<file path="src/rtl/cordic_iterative_core.sv">
// Iterative CORDIC engine: one shared add/shift datapath, one micro-rotation per clock.
// Valid/ready handshakes on both sides, quadrant pre-rotation reported on out_flip,
// and outputs saturated to the output format with a sticky-per-result overflow flag.
module cordic_iterative_core #(
    parameter int INPUT_WIDTH               = 16,
    parameter int INPUT_INT_WIDTH           = 7,
    parameter int INPUT_FRAC_WIDTH          = 8,
    parameter int OUTPUT_WIDTH              = 16,
    parameter int OUTPUT_INT_WIDTH          = 7,
    parameter int OUTPUT_FRAC_WIDTH         = 8,
    parameter int ITERATION_NUMBER          = 6,
    parameter int ITERATION_WORD_WIDTH      = 32,
    parameter int ITERATION_WORD_INT_WIDTH  = 12,
    parameter int ITERATION_WORD_FRAC_WIDTH = 20,
    parameter int FLIP_FLAG_WIDTH           = 2
) (
    input  logic                       clk,
    input  logic                       rst_n,
    input  logic                       in_valid,
    output logic                       in_ready,
    input  logic                       in_mode,
    input  logic [INPUT_WIDTH-1:0]     in_x,
    input  logic [INPUT_WIDTH-1:0]     in_y,
    input  logic [INPUT_WIDTH-1:0]     in_z,
    output logic                       out_valid,
    input  logic                       out_ready,
    output logic [OUTPUT_WIDTH-1:0]    out_x,
    output logic [OUTPUT_WIDTH-1:0]    out_y,
    output logic [OUTPUT_WIDTH-1:0]    out_z,
    output logic [FLIP_FLAG_WIDTH-1:0] out_flip,
    output logic                       out_ovf,
    output logic                       busy
);

    localparam int WW      = ITERATION_WORD_WIDTH;
    // Sign bits added above the input integer part, zero bits added below its fraction.
    localparam int EXT     = ITERATION_WORD_INT_WIDTH - INPUT_INT_WIDTH - 1;
    localparam int PAD     = ITERATION_WORD_FRAC_WIDTH - INPUT_FRAC_WIDTH;
    // Fraction bits discarded (floor) when converting back to the output format.
    localparam int DROP    = ITERATION_WORD_FRAC_WIDTH - OUTPUT_FRAC_WIDTH;
    localparam int OUT_MAG = OUTPUT_INT_WIDTH + OUTPUT_FRAC_WIDTH;
    localparam int CW      = $clog2(ITERATION_NUMBER + 1);

    localparam logic signed [WW-1:0] HALF_PI   = WW'(32'sd1647099);
    localparam logic signed [WW-1:0] OUT_MAX_W = {{(WW-OUT_MAG){1'b0}}, {OUT_MAG{1'b1}}};
    localparam logic signed [WW-1:0] OUT_MIN_W = {{(WW-OUT_MAG){1'b1}}, {OUT_MAG{1'b0}}};

    localparam logic [FLIP_FLAG_WIDTH-1:0] FLIP_NONE = '0;
    localparam logic [FLIP_FLAG_WIDTH-1:0] FLIP_NEG  = FLIP_FLAG_WIDTH'(1); // pre-rotated -pi/2
    localparam logic [FLIP_FLAG_WIDTH-1:0] FLIP_POS  = FLIP_FLAG_WIDTH'(2); // pre-rotated +pi/2

    typedef enum logic [1:0] {
        S_IDLE,
        S_PRE,
        S_ITER,
        S_DONE
    } state_e;

    state_e                       state_q, state_d;
    logic [CW-1:0]                cnt_q, cnt_d;
    logic                         mode_q, mode_d;
    logic signed [WW-1:0]         x_q, x_d, y_q, y_d, z_q, z_d;
    logic [FLIP_FLAG_WIDTH-1:0]   flip_q, flip_d;
    logic [OUTPUT_WIDTH-1:0]      out_x_q, out_x_d, out_y_q, out_y_d, out_z_q, out_z_d;
    logic [FLIP_FLAG_WIDTH-1:0]   out_flip_q, out_flip_d;
    logic                         ovf_q, ovf_d;

    logic [OUTPUT_WIDTH:0]        conv_x, conv_y, conv_z;
    logic signed [WW-1:0]         x_sh, y_sh, atan_i;
    logic                         d_pos;

    // atan(2^-i) in Q12.20, rounded to nearest.
    function automatic logic signed [31:0] atan_lut(input logic [3:0] idx);
        case (idx)
            4'd0:    atan_lut = 32'sd823550;
            4'd1:    atan_lut = 32'sd486170;
            4'd2:    atan_lut = 32'sd256879;
            4'd3:    atan_lut = 32'sd130396;
            4'd4:    atan_lut = 32'sd65451;
            4'd5:    atan_lut = 32'sd32757;
            4'd6:    atan_lut = 32'sd16383;
            4'd7:    atan_lut = 32'sd8192;
            4'd8:    atan_lut = 32'sd4096;
            4'd9:    atan_lut = 32'sd2048;
            4'd10:   atan_lut = 32'sd1024;
            4'd11:   atan_lut = 32'sd512;
            4'd12:   atan_lut = 32'sd256;
            4'd13:   atan_lut = 32'sd128;
            4'd14:   atan_lut = 32'sd64;
            default: atan_lut = 32'sd32;
        endcase
    endfunction

    // Input word -> internal word: sign-extend the integer part, zero-pad the fraction.
    function automatic logic signed [WW-1:0] load_word(input logic [INPUT_WIDTH-1:0] v);
        load_word = {{EXT{v[INPUT_WIDTH-1]}}, v, {PAD{1'b0}}};
    endfunction

    // Internal word -> {saturated, output word}: floor the extra fraction bits, then clamp.
    function automatic logic [OUTPUT_WIDTH:0] to_output(input logic signed [WW-1:0] w);
        logic signed [WW-1:0] s;
        s = w >>> DROP;
        if (s > OUT_MAX_W) begin
            to_output = {1'b1, OUT_MAX_W[OUTPUT_WIDTH-1:0]};
        end else if (s < OUT_MIN_W) begin
            to_output = {1'b1, OUT_MIN_W[OUTPUT_WIDTH-1:0]};
        end else begin
            to_output = {1'b0, s[OUTPUT_WIDTH-1:0]};
        end
    endfunction

    assign conv_x = to_output(x_q);
    assign conv_y = to_output(y_q);
    assign conv_z = to_output(z_q);

    // Shared micro-rotation operands: both shifts and the table read use the same step index.
    assign x_sh   = x_q >>> cnt_q;
    assign y_sh   = y_q >>> cnt_q;
    assign atan_i = WW'(atan_lut(4'(cnt_q)));
    assign d_pos  = mode_q ? y_q[WW-1] : ~z_q[WW-1];

    // Next-state and datapath: load on accept, pre-rotate, iterate, convert, hold until taken.
    always_comb begin
        // NOTE: every signal gets its hold value first so no path through the case leaves it unassigned (no latch).
        state_d    = state_q;
        cnt_d      = cnt_q;
        mode_d     = mode_q;
        x_d        = x_q;
        y_d        = y_q;
        z_d        = z_q;
        flip_d     = flip_q;
        out_x_d    = out_x_q;
        out_y_d    = out_y_q;
        out_z_d    = out_z_q;
        out_flip_d = out_flip_q;
        ovf_d      = ovf_q;

        case (state_q)
            S_IDLE: begin
                if (in_valid) begin
                    mode_d  = in_mode;
                    x_d     = load_word(in_x);
                    y_d     = load_word(in_y);
                    z_d     = load_word(in_z);
                    cnt_d   = '0;
                    state_d = S_PRE;
                end
            end

            S_PRE: begin
                flip_d = FLIP_NONE;
                if (!mode_q) begin
                    // Rotation: bring the target angle into [-pi/2, pi/2].
                    if (z_q > HALF_PI) begin
                        x_d    = -y_q;
                        y_d    = x_q;
                        z_d    = z_q - HALF_PI;
                        flip_d = FLIP_POS;
                    end else if (z_q < -HALF_PI) begin
                        x_d    = y_q;
                        y_d    = -x_q;
                        z_d    = z_q + HALF_PI;
                        flip_d = FLIP_NEG;
                    end
                end else if (x_q[WW-1]) begin
                    // Vectoring: move a left-half-plane vector into the right half-plane.
                    if (!y_q[WW-1]) begin
                        x_d    = y_q;
                        y_d    = -x_q;
                        z_d    = z_q + HALF_PI;
                        flip_d = FLIP_NEG;
                    end else begin
                        x_d    = -y_q;
                        y_d    = x_q;
                        z_d    = z_q - HALF_PI;
                        flip_d = FLIP_POS;
                    end
                end
                cnt_d   = '0;
                state_d = S_ITER;
            end

            S_ITER: begin
                if (cnt_q == CW'(ITERATION_NUMBER)) begin
                    // All micro-rotations done: convert and saturate into the output registers.
                    out_x_d    = conv_x[OUTPUT_WIDTH-1:0];
                    out_y_d    = conv_y[OUTPUT_WIDTH-1:0];
                    out_z_d    = conv_z[OUTPUT_WIDTH-1:0];
                    ovf_d      = conv_x[OUTPUT_WIDTH] | conv_y[OUTPUT_WIDTH] | conv_z[OUTPUT_WIDTH];
                    out_flip_d = flip_q;
                    cnt_d      = '0;
                    state_d    = S_DONE;
                end else begin
                    if (d_pos) begin
                        x_d = x_q - y_sh;
                        y_d = y_q + x_sh;
                        z_d = z_q - atan_i;
                    end else begin
                        x_d = x_q + y_sh;
                        y_d = y_q - x_sh;
                        z_d = z_q + atan_i;
                    end
                    cnt_d = cnt_q + CW'(1);
                end
            end

            S_DONE: begin
                if (out_ready) begin
                    state_d = S_IDLE;
                end
            end

            default: state_d = S_IDLE;
        endcase
    end

    // State register: asynchronous reset returns the FSM to IDLE at once.
    always_ff @(posedge clk or negedge rst_n) begin
        if (!rst_n) begin
            state_q <= S_IDLE;
        end else begin
            // NOTE: clocked state uses non-blocking assignment so every register samples pre-edge values.
            state_q <= state_d;
        end
    end

    // Datapath and output registers, all cleared by reset so an aborted transaction leaves no trace.
    always_ff @(posedge clk or negedge rst_n) begin
        if (!rst_n) begin
            cnt_q      <= '0;
            mode_q     <= 1'b0;
            x_q        <= '0;
            y_q        <= '0;
            z_q        <= '0;
            flip_q     <= FLIP_NONE;
            out_x_q    <= '0;
            out_y_q    <= '0;
            out_z_q    <= '0;
            out_flip_q <= FLIP_NONE;
            ovf_q      <= 1'b0;
        end else begin
            cnt_q      <= cnt_d;
            mode_q     <= mode_d;
            x_q        <= x_d;
            y_q        <= y_d;
            z_q        <= z_d;
            flip_q     <= flip_d;
            out_x_q    <= out_x_d;
            out_y_q    <= out_y_d;
            out_z_q    <= out_z_d;
            out_flip_q <= out_flip_d;
            ovf_q      <= ovf_d;
        end
    end

    assign in_ready  = (state_q == S_IDLE);
    assign out_valid = (state_q == S_DONE);
    assign busy      = (state_q != S_IDLE);
    assign out_x     = out_x_q;
    assign out_y     = out_y_q;
    assign out_z     = out_z_q;
    assign out_flip  = out_flip_q;
    assign out_ovf   = ovf_q;

endmodule
</file>
<file path="config.mk">
export PLATFORM = sky130hd
export DESIGN_NAME = cordic_iterative_core
export DESIGN_NICKNAME = d
export VERILOG_FILES = /design/src/rtl/cordic_iterative_core.sv
export SDC_FILE = /design/constraint.sdc
export NUM_CORES = 1
export LEC_CHECK = 0
export ABC_AREA = 1
export CORE_AREA = 5 5 256 258
export CTS_CLUSTER_DIAMETER = 150
export DETAILED_ROUTE_END_ITERATION = 8
export DIE_AREA = 0 0 261 263
export GPL_ROUTABILITY_DRIVEN = 1
export PLACE_DENSITY_LB_ADDON = 0.25
export SKIP_LAST_GASP = 1
export SLEW_MARGIN = 20
export SYNTH_ARGS = -nofsm -noshare
export SYNTH_HDL_FRONTEND = slang
export SYNTH_SLANG_ARGS = --single-unit
export TNS_END_PERCENT = 1
</file>
<file path="constraint.sdc">
create_clock -name clk -period 12.28 [get_ports clk]
set_clock_uncertainty 0.05 [all_clocks]
set_input_delay 2.456 -clock clk [delete_from_list [all_inputs] [get_ports clk]]
set_output_delay 2.456 -clock clk [all_outputs]
set_load 0.1 [all_outputs]
</file>
==> results by stage <==
CTS:
- The TritonCTS clock tree is yes.
- The number of clock buffers inserted by TritonCTS is 17.
- Clock tree synthesis selected as its root buffer the cell clkbuf_16.
- The maximum buffer depth of the clock tree is 2.
- Once the clock tree was built, the resizer swapped 0 gates to a different size.
- Clock-pin slew was measured on the worst setup and hold paths at 0.07 ns.
- The number of hold buffers added after CTS was 0.
- The insertion delay of the later-clocked pin in the worst-skew pair is 0.49 ns.
- In this run the post-CTS setup repair buffer count came out at 0.
- The clock net in this run drives a total of 155 sinks.
- The clock tree synthesis step divided the H-tree into 4 levels.

Final layout:
- The number of diodes added for antenna fixing is 0.
- The final net count is 3761.
- The final non-filler cell total is 4447.
- In the final layout, the share of cells above drive strength 1 is 4.69%.
- The area growth from synthesis to layout is 10.8%.

Timing:
- Setup total negative slack on the finished layout was measured at 0 ns.
- The number of pins with negative max-slew slack in the final report is 0.
- The minimum clock period after layout is 6.31 ns.
- At the pin with the least slew margin, the transition time is 1.25 ns.
- Dividing the final minimum period by the clock period gives 51.4%.
- Setup repair after global routing left no endpoint under its margin.
- The upper clock frequency limit is ~0.16 GHz.
- In this run the tightest slew margin relative to its limit is 16.7%.
- The number of failing hold endpoints at the final stage is 0.
- Setup violations remaining at the end of the flow were counted as 0.

Yosys:
- The synthesis warning total is 0.
- The area of the mapped netlist is 0.0211 mm².
- The most instantiated flip-flop cell in the synthesis netlist is dfrtp_1.
- Of all cell types, the one taking the most synthesized area is nand2_1.
- Synthesis produced 3596 cells.
- The number of different library cells used by synthesis comes to 63.
- Yosys mapped a number of flops with a built-in enable equal to 0.
- The most used standard cell by instance count after synthesis is nand2_1.
- By area the synthesized netlist is led by nand2_1 (18%), dfrtp_1 (18%), nor2_1 (7.4%).
- After synthesis, the mean cell area works out to 5.87 µm².
- The proportion of netlist area held by the largest area contributor is 18.4%.
- The post-synthesis net count is 3769.
- The register bit count reported by yosys is 155.
- Counting flops with an async set or reset pin after synthesis yields a share of 100%.
- In the synthesized netlist, the cells that appear most often are nand2_1 (1035), nor2_1 (415), inv_1 (321).
- The part of the Yosys area used for sequential elements is 18.4%.

Setup path:
- The critical path is of the flop to flop type.
- For the worst setup path, the data arrival time is between 6 and 7 ns.
- The required time at the worst-slack endpoint is 12.65 ns.
- The largest fanout on the critical path is 65.
- The endpoint type of the worst setup path is a flop.
- The category of the worst setup path launch point is a flop.

Place:
- The routability congestion estimate from global placement is roughly 0.98.
- The number of cells after detailed placement is 4415.
- Input and output buffers added on the ports amount to 106.
- The post-DP HPWL is 64.8 mm.

Job:
- Across the run, the number of max-cap violations was 0.

Floorplan:
- The area enclosed by the die boundary is 0.0686 mm².
- The starting density of the core is 33.6%.
- After floorplanning, the core was divided into 92 placement rows.
- In this run the vertical extent of the chip is 263 µm.
- In this run the count of I/O pins placed on the die edge is 107.
- The die extent in x is 261 µm.
- The core region is about 0.063 mm².

Global routing:
- Entering global routing, the biggest net connects 82 pins.
- The number of global-route vias before repair is around 22000.
- The leftover overflow at the end of global routing is 0.
- The first global-routing pass estimated between 100 and 150 mm of wire.
- The initial antenna violation count is 3.
- In the global route stage, overall resource usage came out at 24.5%.

Status:
- The run finished with clean final reports.

Routing:
- The routed length per instance is 19.6 µm.
- The number of nets with antenna violations after routing is 0.
- For this run, design rule violations remaining after detail routing come to 0.
- The first routing iteration left 2539 violations.
- Using the TritonRoute via totals, the vias-per-cell ratio works out to about 5.5.
- The first detailed-routing pass ran for 6 iterations.
- The wire length reported by the detailed router is 87.0 mm.
- The routed layout has 24250 vias.

Hold path:
- The tightest min-delay check is of the flop to flop type.
-- logic make-up (layout without fill, tap and decap cells) --
| kind of cell | Yosys count | in the layout | synth area share [%] |
|---|---|---|---|
| compound gates | 766 | 766 | 20.8 |
| flops | 155 | 155 | 18.4 |
| xor+xnor | 159 | 159 | 6.60 |
| simple gates | 1888 | 1888 | 37.2 |
| buf+inv | 508 | 513 | 9.79 |
| fa+ha+maj | 120 | 120 | 7.23 |
-- per-layer routing --
layer | global-route usage [%] | vias up | part of all wire (%)
met4 | 8.79 | 2 | 3.7
met1 | 35.2 | 11092 | 45
li1 | - | 11869 | -
met5 | 0 | - | 0.015
met2 | 36.6 | 1117 | 42
met3 | 4.39 | 170 | 8.7
-- path summary, 6_finish.rpt --
path	start	endpoint	slack, ns	depth (start not counted)
max	cnt_q[1]	x_q[19]	5.97	25
max in group asynchronous	rst_n	cnt_q[0]	9.08	2
min	out_x[9]	out_x[9]	0.43	2
min reg2reg	out_x[9]	out_x[9]	0.43	2
max reg2reg	cnt_q[1]	x_q[19]	5.97	25
min in group asynchronous	rst_n	out_z[4]	1.90	1
-- cells in the final DEF, fill, tap and decap left out, drive strengths merged, types with 14 or more instances in the layout --
master         synthesis  final
a31oi                 14     14
xnor2                 26     26
o211ai                41     41
ha                   117    117
nor2                 421    421
clkbuf                92     19
clkdlybuf4s50          0    105
nand4                 32     32
or2                   19     19
nand2               1046   1046
nand3                288    288
dfrtp                155    155
o21ai                359    359
buf                   78     38
inv                  333    340
a21boi                21     21
xor2                 133    133
a21oi                239    239
nor3                  59     59
o22ai                 22     22
-- sequential cells by signal, indices dropped and copies added, names as in the netlist, 2 cells and up --
name / cells
y_q: 32
flip_q: 2
out_z: 16
out_flip: 2
state_q: 2
cnt_q: 3
z_q: 32
x_q: 32
out_x: 16
out_y: 16
-- metrics by stage --
step / worst slack [ns] / hold slack (ns) / util [%] / instance area [µm²]
finish: 5.97 / 0.427 / 37.3 / 23400
global route: 5.46 / 0.457 / 37.3 / 23400
CTS: 6.18 / 0.434 / 37.3 / 23400
detailed placement: 6.21 / 0.415 / 36.2 / 22700
global placement: 6.19 / 0.413 / 36.2 / 22700
floorplan: 7.73 / 0.438 / - / 21100
-- layout make-up --
class,count,area (µm²)
fillers,6939,39400
multi-input cells,2933,15200
flip-flops and latches,155,3880
repair buffers,143,1340
inverters,338,1270
well taps,846,1060
clock buffers,19,443
clock inverters,13,206
-- critical path: stages (launching register included) --
cell and delay [ns]:
dfrtp_2 0.34, buf_4 0.56, inv_2 0.61, nor2_1 0.69, nand3_1 0.13, o21ai_0 0.11
inv_1 0.05, o21ai_0 0.15, inv_1 0.09, ha_1 0.28, inv_1 0.03, o21ai_0 0.28
inv_1 0.08, ha_1 0.28, nand3_1 0.10, a21oi_1 0.17, nor2_1 0.10, o21ai_0 0.51
a21boi_0 0.28, o21ai_0 0.45, nand2_1 0.09, nand2_1 0.11, nor2_1 0.04, o21ai_0 0.35
nor2_1 0.10, o21ai_1 0.12
Power is not shown: default switching activity piles up to over one toggle a cycle in this logic, so the estimate is an artifact.
